==> config.mk <==
export PLATFORM = sky130hd
export DESIGN_NAME = seq_code_lock
export DESIGN_NICKNAME = d
export VERILOG_FILES = /design/src/rtl/code_lock_pkg.sv /design/src/rtl/code_lock_timer.sv /design/src/rtl/seq_code_lock.sv
export SDC_FILE = /design/constraint.sdc
export NUM_CORES = 1
export LEC_CHECK = 0
export BUFFER_PORTS_ARGS = -buffer_cell sky130_fd_sc_hd__buf_2
export CAP_MARGIN = 20
export CORE_ASPECT_RATIO = 1.4
export CORE_MARGIN = 4
export CORE_UTILIZATION = 49
export CTS_BUF_LIST = sky130_fd_sc_hd__clkbuf_8
export CTS_CLUSTER_SIZE = 30
export DETAILED_ROUTE_END_ITERATION = 6
export GPL_ROUTABILITY_DRIVEN = 0
export HOLD_SLACK_MARGIN = 0.05
export PLACE_DENSITY_LB_ADDON = 0.25
export SETUP_SLACK_MARGIN = 0.15
export SYNTH_ARGS = -nofsm -noshare
export SYNTH_HDL_FRONTEND = slang
export SYNTH_SLANG_ARGS = --single-unit
==> constraint.sdc <==
create_clock -name clk -period 1.97 [get_ports clk]
set_input_delay 0.197 -clock clk [delete_from_list [all_inputs] [get_ports clk]]
set_output_delay 0.197 -clock clk [all_outputs]
set_load 0.05 [all_outputs]
==> src/rtl/code_lock_pkg.sv <==
// Shared types and width helpers for the sequential code lock.
package code_lock_pkg;

   typedef enum logic [1:0] {IDLE, ENTRY, OPEN, LOCKOUT} state_t;

   // Bits needed to hold down-counter values 0..n-1 (never less than one).
   function automatic int cnt_w(input int n);
      return (n <= 2) ? 1 : $clog2(n);
   endfunction

   function automatic int max2(input int a, input int b);
      return (a > b) ? a : b;
   endfunction

endpackage

==> src/rtl/code_lock_timer.sv <==
// Loadable down-counter that holds at zero and flags it.
module code_lock_timer #(
   parameter int W = 4
) (
   input  logic         clk,
   input  logic         reset,
   input  logic         load,
   input  logic [W-1:0] load_val,
   input  logic         dec,
   output logic         zero
);

   logic [W-1:0] cnt;

   always_ff @(posedge clk) begin
      if (reset)
         cnt <= '0;
      else if (load)
         cnt <= load_val;
      else if (dec && (cnt != '0))
         cnt <= cnt - 1'b1;
   end

   assign zero = (cnt == '0);

endmodule

==> src/rtl/seq_code_lock.sv <==
// Sequential code lock: full-length entry compare, timed unlock, fail counting and lockout.
// Optional inter-symbol timeout (adds timeout_pulse) enabled by defining CODE_LOCK_TIMEOUT_EN.
import code_lock_pkg::*;

module seq_code_lock #(
   parameter int                        SYM_W       = 4,
   parameter int                        CODE_LEN    = 4,
   parameter logic [CODE_LEN*SYM_W-1:0] RESET_CODE  = 16'h4321,
   parameter int                        MAX_FAIL    = 3,
   parameter int                        UNLOCK_CYC  = 8,
   parameter int                        LOCKOUT_CYC = 16,
   parameter int                        TIMEOUT_CYC = 32
) (
   input  logic                          clk,
   input  logic                          reset,
   input  logic                          sym_valid,
   input  logic [SYM_W-1:0]              sym,
   input  logic                          lock_req,
   input  logic                          code_load,
   input  logic [CODE_LEN*SYM_W-1:0]     code_in,
   output logic                          unlocked,
   output logic                          locked_out,
   output logic                          match_pulse,
   output logic                          fail_pulse,
   output logic [$clog2(MAX_FAIL+1)-1:0] fail_cnt,
`ifdef CODE_LOCK_TIMEOUT_EN
   output logic                          timeout_pulse,
`endif
   output logic                          entry_active
);

   localparam int CW    = CODE_LEN * SYM_W;
   localparam int IDX_W = cnt_w(CODE_LEN);
   localparam int FC_W  = $clog2(MAX_FAIL + 1);
   localparam int TMR_W = cnt_w(max2(UNLOCK_CYC, LOCKOUT_CYC));
   localparam logic [IDX_W-1:0] LAST_IDX = IDX_W'(CODE_LEN - 1);
   localparam logic [FC_W-1:0]  FC_MAX   = FC_W'(MAX_FAIL);

   state_t            state_q, state_d;
   logic [IDX_W-1:0]  idx_q, idx_d;
   logic              mism_q, mism_d;
   logic [CW-1:0]     code_q, code_d;
   logic [FC_W-1:0]   fail_cnt_q, fail_cnt_d, fail_inc;
   logic              match_q, match_d, fail_q, fail_d, to_q, to_d;
   logic [SYM_W-1:0]  cur_sym;
   logic              sym_neq, timeout_hit;
   logic              tmr_load, tmr_dec, tmr_zero;
   logic [TMR_W-1:0]  tmr_val;

   assign cur_sym  = code_q[SYM_W*int'(idx_q) +: SYM_W];
   assign sym_neq  = (sym != cur_sym);
   assign fail_inc = (fail_cnt_q == FC_MAX) ? FC_MAX : fail_cnt_q + 1'b1;

   code_lock_timer #(.W(TMR_W)) u_state_tmr (
      .clk(clk), .reset(reset), .load(tmr_load), .load_val(tmr_val),
      .dec(tmr_dec), .zero(tmr_zero)
   );

`ifdef CODE_LOCK_TIMEOUT_EN
   localparam int TO_W = cnt_w(TIMEOUT_CYC);
   logic to_load, to_dec, to_zero;

   // Restarts on every accepted symbol; runs only while waiting inside an entry.
   assign to_load     = (state_q == IDLE && !code_load && sym_valid) || (state_q == ENTRY && sym_valid);
   assign to_dec      = (state_q == ENTRY) && !sym_valid;
   assign timeout_hit = to_dec && to_zero;

   code_lock_timer #(.W(TO_W)) u_gap_tmr (
      .clk(clk), .reset(reset), .load(to_load), .load_val(TO_W'(TIMEOUT_CYC - 1)),
      .dec(to_dec), .zero(to_zero)
   );

   assign timeout_pulse = to_q;
`else
   assign timeout_hit = 1'b0;
`endif

   always_ff @(posedge clk) begin
      if (reset) begin
         state_q    <= IDLE;
         idx_q      <= '0;
         mism_q     <= 1'b0;
         code_q     <= RESET_CODE;
         fail_cnt_q <= '0;
         match_q    <= 1'b0;
         fail_q     <= 1'b0;
         to_q       <= 1'b0;
      end else begin
         state_q    <= state_d;
         idx_q      <= idx_d;
         mism_q     <= mism_d;
         code_q     <= code_d;
         fail_cnt_q <= fail_cnt_d;
         match_q    <= match_d;
         fail_q     <= fail_d;
         to_q       <= to_d;
      end
   end

   always_comb begin
      state_d    = state_q;
      idx_d      = idx_q;
      mism_d     = mism_q;
      code_d     = code_q;
      fail_cnt_d = fail_cnt_q;
      match_d    = 1'b0;
      fail_d     = 1'b0;
      to_d       = 1'b0;
      tmr_load   = 1'b0;
      tmr_val    = '0;
      tmr_dec    = 1'b0;
      case (state_q)
         IDLE: begin
            if (code_load) begin
               code_d = code_in;
            end else if (sym_valid) begin
               mism_d  = sym_neq;
               idx_d   = IDX_W'(1);
               state_d = ENTRY;
            end
         end
         ENTRY: begin
            if ((sym_valid && idx_q == LAST_IDX) || timeout_hit) begin
               idx_d  = '0;
               mism_d = 1'b0;
               if (!timeout_hit && !mism_q && !sym_neq) begin
                  match_d    = 1'b1;
                  fail_cnt_d = '0;
                  state_d    = OPEN;
                  tmr_load   = 1'b1;
                  tmr_val    = TMR_W'(UNLOCK_CYC - 1);
               end else begin
                  fail_d     = 1'b1;
                  to_d       = timeout_hit;
                  fail_cnt_d = fail_inc;
                  if (fail_inc == FC_MAX) begin
                     state_d  = LOCKOUT;
                     tmr_load = 1'b1;
                     tmr_val  = TMR_W'(LOCKOUT_CYC - 1);
                  end else begin
                     state_d = IDLE;
                  end
               end
            end else if (sym_valid) begin
               mism_d = mism_q | sym_neq;
               idx_d  = idx_q + 1'b1;
            end
         end
         OPEN: begin
            if (code_load)
               code_d = code_in;
            if (lock_req || tmr_zero)
               state_d = IDLE;
            else
               tmr_dec = 1'b1;
         end
         LOCKOUT: begin
            if (tmr_zero) begin
               state_d    = IDLE;
               fail_cnt_d = '0;
            end else begin
               tmr_dec = 1'b1;
            end
         end
         default: state_d = IDLE;
      endcase
   end

   assign unlocked     = (state_q == OPEN);
   assign locked_out   = (state_q == LOCKOUT);
   assign entry_active = (state_q == ENTRY);
   assign match_pulse  = match_q;
   assign fail_pulse   = fail_q;
   assign fail_cnt     = fail_cnt_q;

endmodule

# Word level (Yosys, flattened, before mapping)

Index checks and enable logic that the tools add are counted.

Shift-type cells: 1
Add/sub/neg operators: 3
Bitwise gates (word level): 3
Equal/unequal tests: 13
Reductions and logical operators: 18
Mux-type cells: 35

Operator list:

| cell                | number |
|---|---|
| $mux 2              | 12 |
| $mux 4              | 6 |
| $shiftx 16x5->4     | 1 |
| $mux 1              | 12 |
| $eq 2x2->1 const B  | 5 |
| $pmux 2 s2          | 2 |
| $pmux 2 s4          | 1 |
| $ne 2x1->1 const B  | 3 |
| $reduce_bool 2->1   | 3 |
| $reduce_and 5->1    | 1 |
| $add 2x1->2 const B | 2 |
| $logic_not 4->1     | 1 |
| $ne 2x2->1 const B  | 2 |
| $ne 4x4->1          | 1 |
| $pmux 1 s2          | 2 |
| $reduce_and 4->1    | 1 |
| $reduce_bool 4->1   | 1 |
| $sub 4x1->4 const B | 1 |
| $logic_and 1x1->1   | 3 |
| $ne 3x2->1 const B  | 1 |
| $reduce_and 3->1    | 1 |
| $reduce_or 3->1     | 1 |
| $eq 2x1->1 const B  | 1 |
| $logic_not 1->1     | 2 |
| 6 further kinds     | 7 |

Output and inout bits: 7
Logic and storage cells: 81
Flip-flop bits (word level): 29

# Longest topological paths before layout

Gate-level depths: netlist (run 1).

Word-level depth: 8
Mapped depth: 8
Depth with buffers taken out: 7

# Cells and area by module

Synthesis (run 1) repeated with hierarchy kept, for this count alone.

Cells, all modules: 171
Area, all modules: 1486.4 um^2

Modules (own cells, without submodules):

| module          | times used | seq. area each (um^2) | cells each | area each (um^2) |
|---|---|---|---|---|
| seq_code_lock   | 1          | 500.5                 | 142        | 1223.7 |
| code_lock_timer | 1          | 80.1                  | 29         | 262.8 |

# Worst setup path before layout (run 1)

OpenSTA, ideal clock, no wires.

Path type: flip-flop to flip-flop
Start point: register u_state_tmr.cnt[0]
End point: register u_state_tmr.cnt[1]
Buffers on the path: 1
Path slack: -0.075 ns
Data arrival time: 1.926 ns
Setup time: 0.119 ns
Cell stages (with the launch flop): 9
Cell sequence: dfxtp_1 inv_1 ha_1 or3b_2 and3_1 clkbuf_1 mux2i_1 or2_2 o221a_2

Cells in the longest elaborated chain, start to end: 6

RTL lines:

| what                        | RTL line              | source |
|---|---|---|
| start, declared             | code_lock_timer.sv:13 | `logic [W-1:0] cnt;` |
| start signal, assigned      | code_lock_timer.sv:19 | `cnt <= load_val;` |
| start signal, assigned      | code_lock_timer.sv:21 | `cnt <= cnt - 1'b1;` |
| $logic_not 4->1             | code_lock_timer.sv:24 | `assign zero = (cnt == '0);` |
| $logic_or 1x1->1            | seq_code_lock.sv:152  | `if (lock_req \|\| tmr_zero)` |
| $mux 1                      | seq_code_lock.sv:152  |  |
| $pmux 1 s2                  | seq_code_lock.sv:112  | `case (state_q)` |
| $logic_and 1x1->1           | code_lock_timer.sv:20 | `else if (dec && (cnt != '0))` |
| $reduce_bool 2->1 (no line) | --                    |  |

Several ways; a longest one is shown, not always the timed one. The select of a mux whose other input is x is not followed.
A chain may end at the register's enable or synchronous reset.

# Worst setup path after layout (run 1)

Start point: register idx_q[0]
End point: register state_q[1]

Cells in the longest elaborated chain, start to end: 7

RTL lines:

| what                   | RTL line             | source |
|---|---|---|
| start, declared        | seq_code_lock.sv:40  | `logic [IDX_W-1:0] idx_q, idx_d;` |
| start signal, assigned | seq_code_lock.sv:90  | `idx_q <= idx_d;` |
| $shiftx 16x5->4        | seq_code_lock.sv:50  | `assign cur_sym = code_q[SYM_W*int'(idx_q) +: SYM_W];` |
| $ne 4x4->1             | seq_code_lock.sv:51  | `assign sym_neq = (sym != cur_sym);` |
| $logic_not 1->1        | seq_code_lock.sv:126 | `if (!timeout_hit && !mism_q && !sym_neq) begin` |
| $logic_and 1x1->1      | seq_code_lock.sv:126 |  |
| $mux 2                 | seq_code_lock.sv:126 |  |
| $mux 2                 | seq_code_lock.sv:123 | `if ((sym_valid && idx_q == LAST_IDX) \|\| timeout_hit) begin` |
| $pmux 2 s4             | seq_code_lock.sv:112 |  |
| end signal, assigned   | seq_code_lock.sv:89  | `state_q <= state_d;` |
| end, declared          | seq_code_lock.sv:39  | `state_t state_q, state_d;` |

Several ways; a longest one is shown, not always the timed one. The select of a mux whose other input is x is not followed.

==> results.json, run 1 <==
{
  "fin_util": 0.6734,
  "cts_tree": "built",
  "crit_type": "reg2reg",
  "yosys_most_used_dff": "dfxtp_1",
  "synthArstFlopShare": 0,
  "dieArea_um2": 3791,
  "crit_chain": "mux4_2 -> xnor2_2 -> nand4_2 -> or2_4 -> a221oi_2",
  "syn_nets": 189,
  "slew_headroom": 0.6536,
  "slowest_stage": "mux4_2",
  "avgSynthCellArea_um2": 8.650,
  "io_buffers": 31,
  "hold_path.class": "in2reg",
  "core_area_um2": 2670,
  "finalWorstSetupSlack_ns": 0.1136,
  "r2r_cells": 5,
  "ir_drop_mv": 0.7640,
  "rsz0062_at_grt": "yes",
  "syn-instance-count": 162,
  "cts_buffer_depth": 2,
  "area_growth_pct": 28.30,
  "drt_wl_total_um": 3272,
  "r2r-end": "state_q[1]$_SDFFE_PP0P_",
  "period_needed_ns": 1.856,
  "drc": 0,
  "wl_per_cell_um": 13.81,
  "timing.clock.skew_ns": 0.005940,
  "slew_violations": 0,
  "outcome": "complete, no violations",
  "rows": 22,
  "clock-sinks": 29,
  "grt_usage": 0.1980,
  "max_stage_delay_ns": 0.54,
  "crit_arrival_ns": 2.05,
  "synth-edff-count": 0,
  "cp_top_family": "multiplexers",
  "use_met2": 0.3550,
  "ys_seq_elements": 29,
  "grt_pass1_vias": 1303,
  "ant_nets": 0,
  "power.switching_uw": 325.7,
  "cp.required_ns": 2.17,
  "drt_pass1_iterations": 4,
  "nets": 227,
  "path_clk_slew_ns": 0.06,
  "rrSetupSlack_ns": 0.11,
  "fillCellCount": 245,
  "critPathCapture": "state_q[1]$_SDFFE_PP0P_",
  "setup_viol": 0,
  "hold_violations": 0,
  "busiest_layer": "met2",
  "syn_area_um2": 1401,
  "cts_buffers": 5,
  "via_per_inst": 5.392,
  "crit_buf_inv": 0,
  "use_met3": 0.05613,
  "htreeDepth": 2,
  "ys_seq_area_frac": 0.4143,
  "hpwlAfterDp_um": 2311,
  "drive_above_1_share": 0.3582,
  "path_depth": 5,
  "p_comb_frac": 0.116,
  "total_power_mw": 1.426,
  "tightest_slew_ns": 0.5185,
  "fmax_mhz": 538.7,
  "grt-ovfl-total": 0,
  "io-pin-count": 32,
  "switching_share": 0.2284,
  "r2r_start": "idx_q[0]$_SDFFE_PP0P_",
  "die_h_um": 71.28,
  "seq_power_share": 0.445,
  "p_leak_nw": 0.7652,
  "grt_start_max_net_pins": 24,
  "cts-root-buf": "clkbuf_8",
  "p_int_mw": 1.101,
  "fin_setup_tns_ns": 0,
  "grt_pass1_wl_um": 5457,
  "clk_latency_ns": 0.28,
  "worstPathMaxFanout": 5,
  "mostFrequentLayoutCells": "nand2_1 (35), buf_2 (31), dfxtp_1 (26)",
  "preCtsSetupSlack_ns": -0.002042,
  "fin_cells": 237,
  "start_util": 0.5248,
  "n_antenna_cell": 0,
  "endpoint_kind": "register",
  "post-route-period-util": 0.9424,
  "place_inst": 222,
  "die_w_um": 53.20,
  "critPathLaunch": "idx_q[0]$_SDFFE_PP0P_",
  "vias": 1278,
  "yosysUniqueCellTypes": 35,
  "yosys_warnings": 0,
  "antenna_found_initial": 0,
  "cp-start-kind": "register",
  "final_common_cell": "nand2_1",
  "grt_use_met1": 0.1931,
  "maxCapViolCount": 0,
  "power_density_nw_per_um2": 793.3,
  "drt_iter0_markers": 29,
  "ctsHoldBuffers": 0,
  "power.clock.fraction": 0.439
}
-- per-stage QoR --
step	hold slack (ns)	instance area, um^2
after floorplan	0.2994	1405
after global placement	0.4047	1572
after detailed placement	0.4158	1572
after CTS	0.1183	1770
after global routing	0.1407	1798
final	0.1227	1798
-- per-layer routing --
| layer | routed length, um | vias to the layer above |
|---|---|---|
| li1 | - | 637 |
| met1 | 1244 | 600 |
| met2 | 1786 | 33 |
| met3 | 147 | 8 |
| met4 | 94 | 0 |
| met5 | 0 | - |
-- registers in the layout, summed over array words and instances, names as in the netlist --
register	cells
code_q	16
idx_q	2
u_state_tmr.cnt	4
fail_pulse	1
mism_q	1
match_pulse	1
state_q	2
fail_cnt	2
-- synth_stat cells (3+ instances only) --
cell type   n  area share
inv_1       5       0.013
nor2_1      9       0.024
xnor2_1     7       0.044
nor3_1      4       0.014
mux4_1      4       0.075
nand2_1    35       0.094
nand3_1     8       0.029
a21oi_1    16       0.057
o21ai_0     5       0.018
nand4_1     3       0.013
nor2b_1     4       0.018
clkbuf_1    6       0.016
dfxtp_1    29        0.41
-- power by group through the flow --
stage          Clock (mW)  Sequential, mW  Combinational (mW)
5_1_grt             0.660           0.639               0.182
4_1_cts             0.636           0.634               0.162
2_1_floorplan           0           0.639               0.112
3_3_place_gp            0           0.648               0.144
3_5_place_dp            0           0.648               0.150
6_report            0.626           0.634               0.166
-- worst reg2reg max path: stages, from the launching register on --
cell and delay [ns]:
dfxtp_4 0.39, mux4_2 0.54, xnor2_2 0.19, nand4_2 0.15, or2_4 0.30, a221oi_2 0.21
-- worst min-delay path by stage --
stage	end	slack (ns)	cells after the start	from
4_1_cts	code_q[9]$_SDFFE_PP1P_	0.12	3	code_in[9]
6_report	code_q[9]$_SDFFE_PP1P_	0.12	3	code_in[9]
2_1_floorplan	fail_cnt[0]$_SDFFE_PP0P_	0.30	1	reset
3_3_place_gp	code_q[5]$_SDFFE_PP1P_	0.40	3	code_in[5]
5_1_grt	code_q[8]$_SDFFE_PP1P_	0.14	3	code_in[8]
3_5_place_dp	code_q[9]$_SDFFE_PP1P_	0.42	3	code_in[9]
-- final cells by class --
| cell class | instances | area (um^2) | share of cell area |
|---|---|---|---|
| clock inverters | 2 | 33.78 | 0.01879 |
| repair buffers | 40 | 222.7 | 0.1239 |
| flip-flops and latches | 29 | 586.8 | 0.3264 |
| multi-input cells | 119 | 808.3 | 0.4495 |
| inverters | 5 | 18.77 | 0.01044 |
| well taps | 36 | 45.04 | 0.02505 |
| clock buffers | 6 | 82.58 | 0.04593 |
-- kinds of logic after synthesis --
family,after synthesis,share of synthesized area
buffers and inverters,14,0.04732
adder cells (fa/ha/maj),2,0.01785
AND/OR/NAND/NOR,75,0.2571
multiplexers,5,0.08214
AO/OA/AOI/OAI,30,0.1375
flip-flops,29,0.4143
XOR/XNOR,7,0.04375
-- what timing repair did --
action,4_1_cts,5_1_grt
resized for setup,9,4
setup endpoints to repair,7,9
setup buffers,6,1
pin swaps,3,6
endpoints found under the hold margin,0,0
Note: power is estimated with default switching activity, not from simulation.
==> inputs of run 2 (changes only) <==
==> constraint.sdc (replaced) <==
create_clock -name clk -period 2 [get_ports clk]
set_input_delay 0.2 -clock clk [delete_from_list [all_inputs] [get_ports clk]]
set_output_delay 0.2 -clock clk [all_outputs]
set_load 0.05 [all_outputs]
==> run 2 against run 1 <==
Against the previous run:
- die area unchanged
- final area shrank 2.0%
- clock power shrank 25%
- via count shrank 1.2%
- final cell count is 0.84% lower
- utilization decreased by 1.4 points
- global-route usage fell by 0.050 points
- flip-flop and latch count unchanged
- clock-buffer cell count stayed put
- largest cell class unchanged
==> results.json, run 2 (synthesized netlist as in run 1, its figures left out) <==
{
  "outcome": "complete, no violations",
  "slew_headroom": 0.6097,
  "ant_nets": 0,
  "cts_buffer_depth": 2,
  "via_per_inst": 5.374,
  "rsz0062_at_grt": "yes",
  "setup_viol": 0,
  "slowest_stage": "mux4_2",
  "core_area_um2": 2670,
  "grt_usage": 0.1975,
  "crit_type": "reg2reg",
  "seq_power_share": 0.496,
  "start_util": 0.5248,
  "grt_pass1_wl_um": 5457,
  "ir_drop_mv": 0.4615,
  "preCtsSetupSlack_ns": 0.05292,
  "mostFrequentLayoutCells": "nand2_1 (35), buf_2 (31), dfxtp_1 (26)",
  "endpoint_kind": "register",
  "slew_violations": 0,
  "nets": 226,
  "timing.clock.skew_ns": 0.004447,
  "maxCapViolCount": 0,
  "r2r_cells": 5,
  "die_h_um": 71.28,
  "p_leak_nw": 0.7463,
  "power.clock.fraction": 0.372,
  "max_flop_register": "code_q",
  "max_stage_delay_ns": 0.55,
  "drt_iter0_markers": 27,
  "path_clk_slew_ns": 0.06,
  "place_inst": 222,
  "fin_cells": 235,
  "rrSetupSlack_ns": 0.12,
  "clock-sinks": 29,
  "htreeDepth": 2,
  "wl_per_cell_um": 14.17,
  "n_antenna_cell": 0,
  "stdcell_area_um2": 1762,
  "dieArea_um2": 3791,
  "drc": 0,
  "tightest_slew_ns": 0.5842,
  "io-pin-count": 32,
  "grt_pass1_vias": 1281,
  "drt_wl_total_um": 3329,
  "grt-ovfl-total": 0,
  "cp-start-kind": "register",
  "antenna_found_initial": 0,
  "period_needed_ns": 1.876,
  "largest_reg_flops": 16,
  "hold_path.class": "in2reg",
  "grt_start_max_net_pins": 24,
  "drive_above_1_share": 0.3518,
  "p_int_uw": 952.2,
  "critPathCapture": "state_q[1]$_SDFFE_PP0P_",
  "cp.required_ns": 2.20,
  "critPathLaunch": "idx_q[0]$_SDFFE_PP0P_",
  "hpwlAfterDp_um": 2331,
  "die_w_um": 53.20,
  "r2r_start": "idx_q[0]$_SDFFE_PP0P_",
  "power_density_nw_per_um2": 715.8,
  "finalWorstSetupSlack_ns": 0.1238,
  "drt_pass1_iterations": 4,
  "area_growth_pct": 25.71,
  "holdPathStages": 3,
  "vias": 1263,
  "io_buffers": 31,
  "worstPathMaxFanout": 7,
  "switching_share": 0.2449,
  "hold_violations": 0,
  "cts_buffers": 5,
  "crit_arrival_ns": 2.07,
  "cts_tree": "built",
  "r2r-end": "state_q[1]$_SDFFE_PP0P_",
  "crit_chain": "mux4_2 -> xnor2_2 -> nand4_2 -> or2_4 -> a221oi_2",
  "largestRegisters": "code_q: 16 flops, u_state_tmr.cnt: 4 flops",
  "fin_setup_tns_ns": 0,
  "p_comb_frac": 0.131,
  "ctsHoldBuffers": 0,
  "final_common_cell": "nand2_1",
  "post-route-period-util": 0.9381,
  "power.switching_uw": 308.8,
  "fmax_mhz": 533.0,
  "clk_latency_ns": 0.28,
  "placed_area_um2": 1572,
  "rows": 22,
  "cts-root-buf": "clkbuf_8"
}
## run 2: what timing repair did
item,in CTS,in global routing
pin swaps,3,5
resized for setup,3,10
endpoints found under the setup margin,6,9
buffers inserted,3,3
## run 2: metal layers
metal	global-route usage	up-vias	routed length, um
li1	-	636	-
met2	0.3508	24	1873
met5	0	-	0
met4	0.1051	0	80
met3	0.05405	6	133
met1	0.2021	597	1242
## run 2: how the worst min path moves through the flow
stage | startpoint | end
floorplan | reset | fail_cnt[0]$_SDFFE_PP0P_
global placement | code_in[5] | code_q[5]$_SDFFE_PP1P_
detailed placement | code_in[14] | code_q[14]$_SDFFE_PP1P_
CTS | code_in[14] | code_q[14]$_SDFFE_PP1P_
global route | code_in[14] | code_q[14]$_SDFFE_PP1P_
finish | code_in[14] | code_q[14]$_SDFFE_PP1P_
## run 2: final cells by class
| cell class | instances | area [um^2] |
|---|---|---|
| inverters | 5 | 18.77 |
| multi-input cells | 119 | 809.5 |
| well taps | 36 | 45.04 |
| flip-flops and latches | 29 | 586.8 |
| fillers | 251 | 908.4 |
| clock inverters | 1 | 3.754 |
| repair buffers | 39 | 215.2 |
| clock buffers | 6 | 82.58 |
## run 2: power groups by stage
stage	clock (mW)	combinational, mW	sequential (mW)
finish	0.470	0.166	0.626
global placement	0	0.142	0.638
CTS	0.482	0.155	0.625
floorplan	0	0.111	0.629
detailed placement	0	0.147	0.638
global route	0.513	0.183	0.630
## run 2: per-stage QoR
stage | utilization | power [mW] | hold slack [ns]
after floorplan | - | 0.7396 | 0.3024
after global placement | 0.5886 | 0.7800 | 0.4079
after detailed placement | 0.5886 | 0.7857 | 0.4134
after CTS | 0.6350 | 1.262 | 0.1229
after global routing | 0.6598 | 1.327 | 0.1332
final | 0.6598 | 1.261 | 0.1297
## run 2: worst max-delay path: cells and delay by family (launching register included)
kind	cells	cell delay, ns
AO/OA/AOI/OAI	1	0.20
XOR/XNOR	1	0.20
flip-flops	1	0.40
multiplexers	1	0.55
AND/OR/NAND/NOR	2	0.45
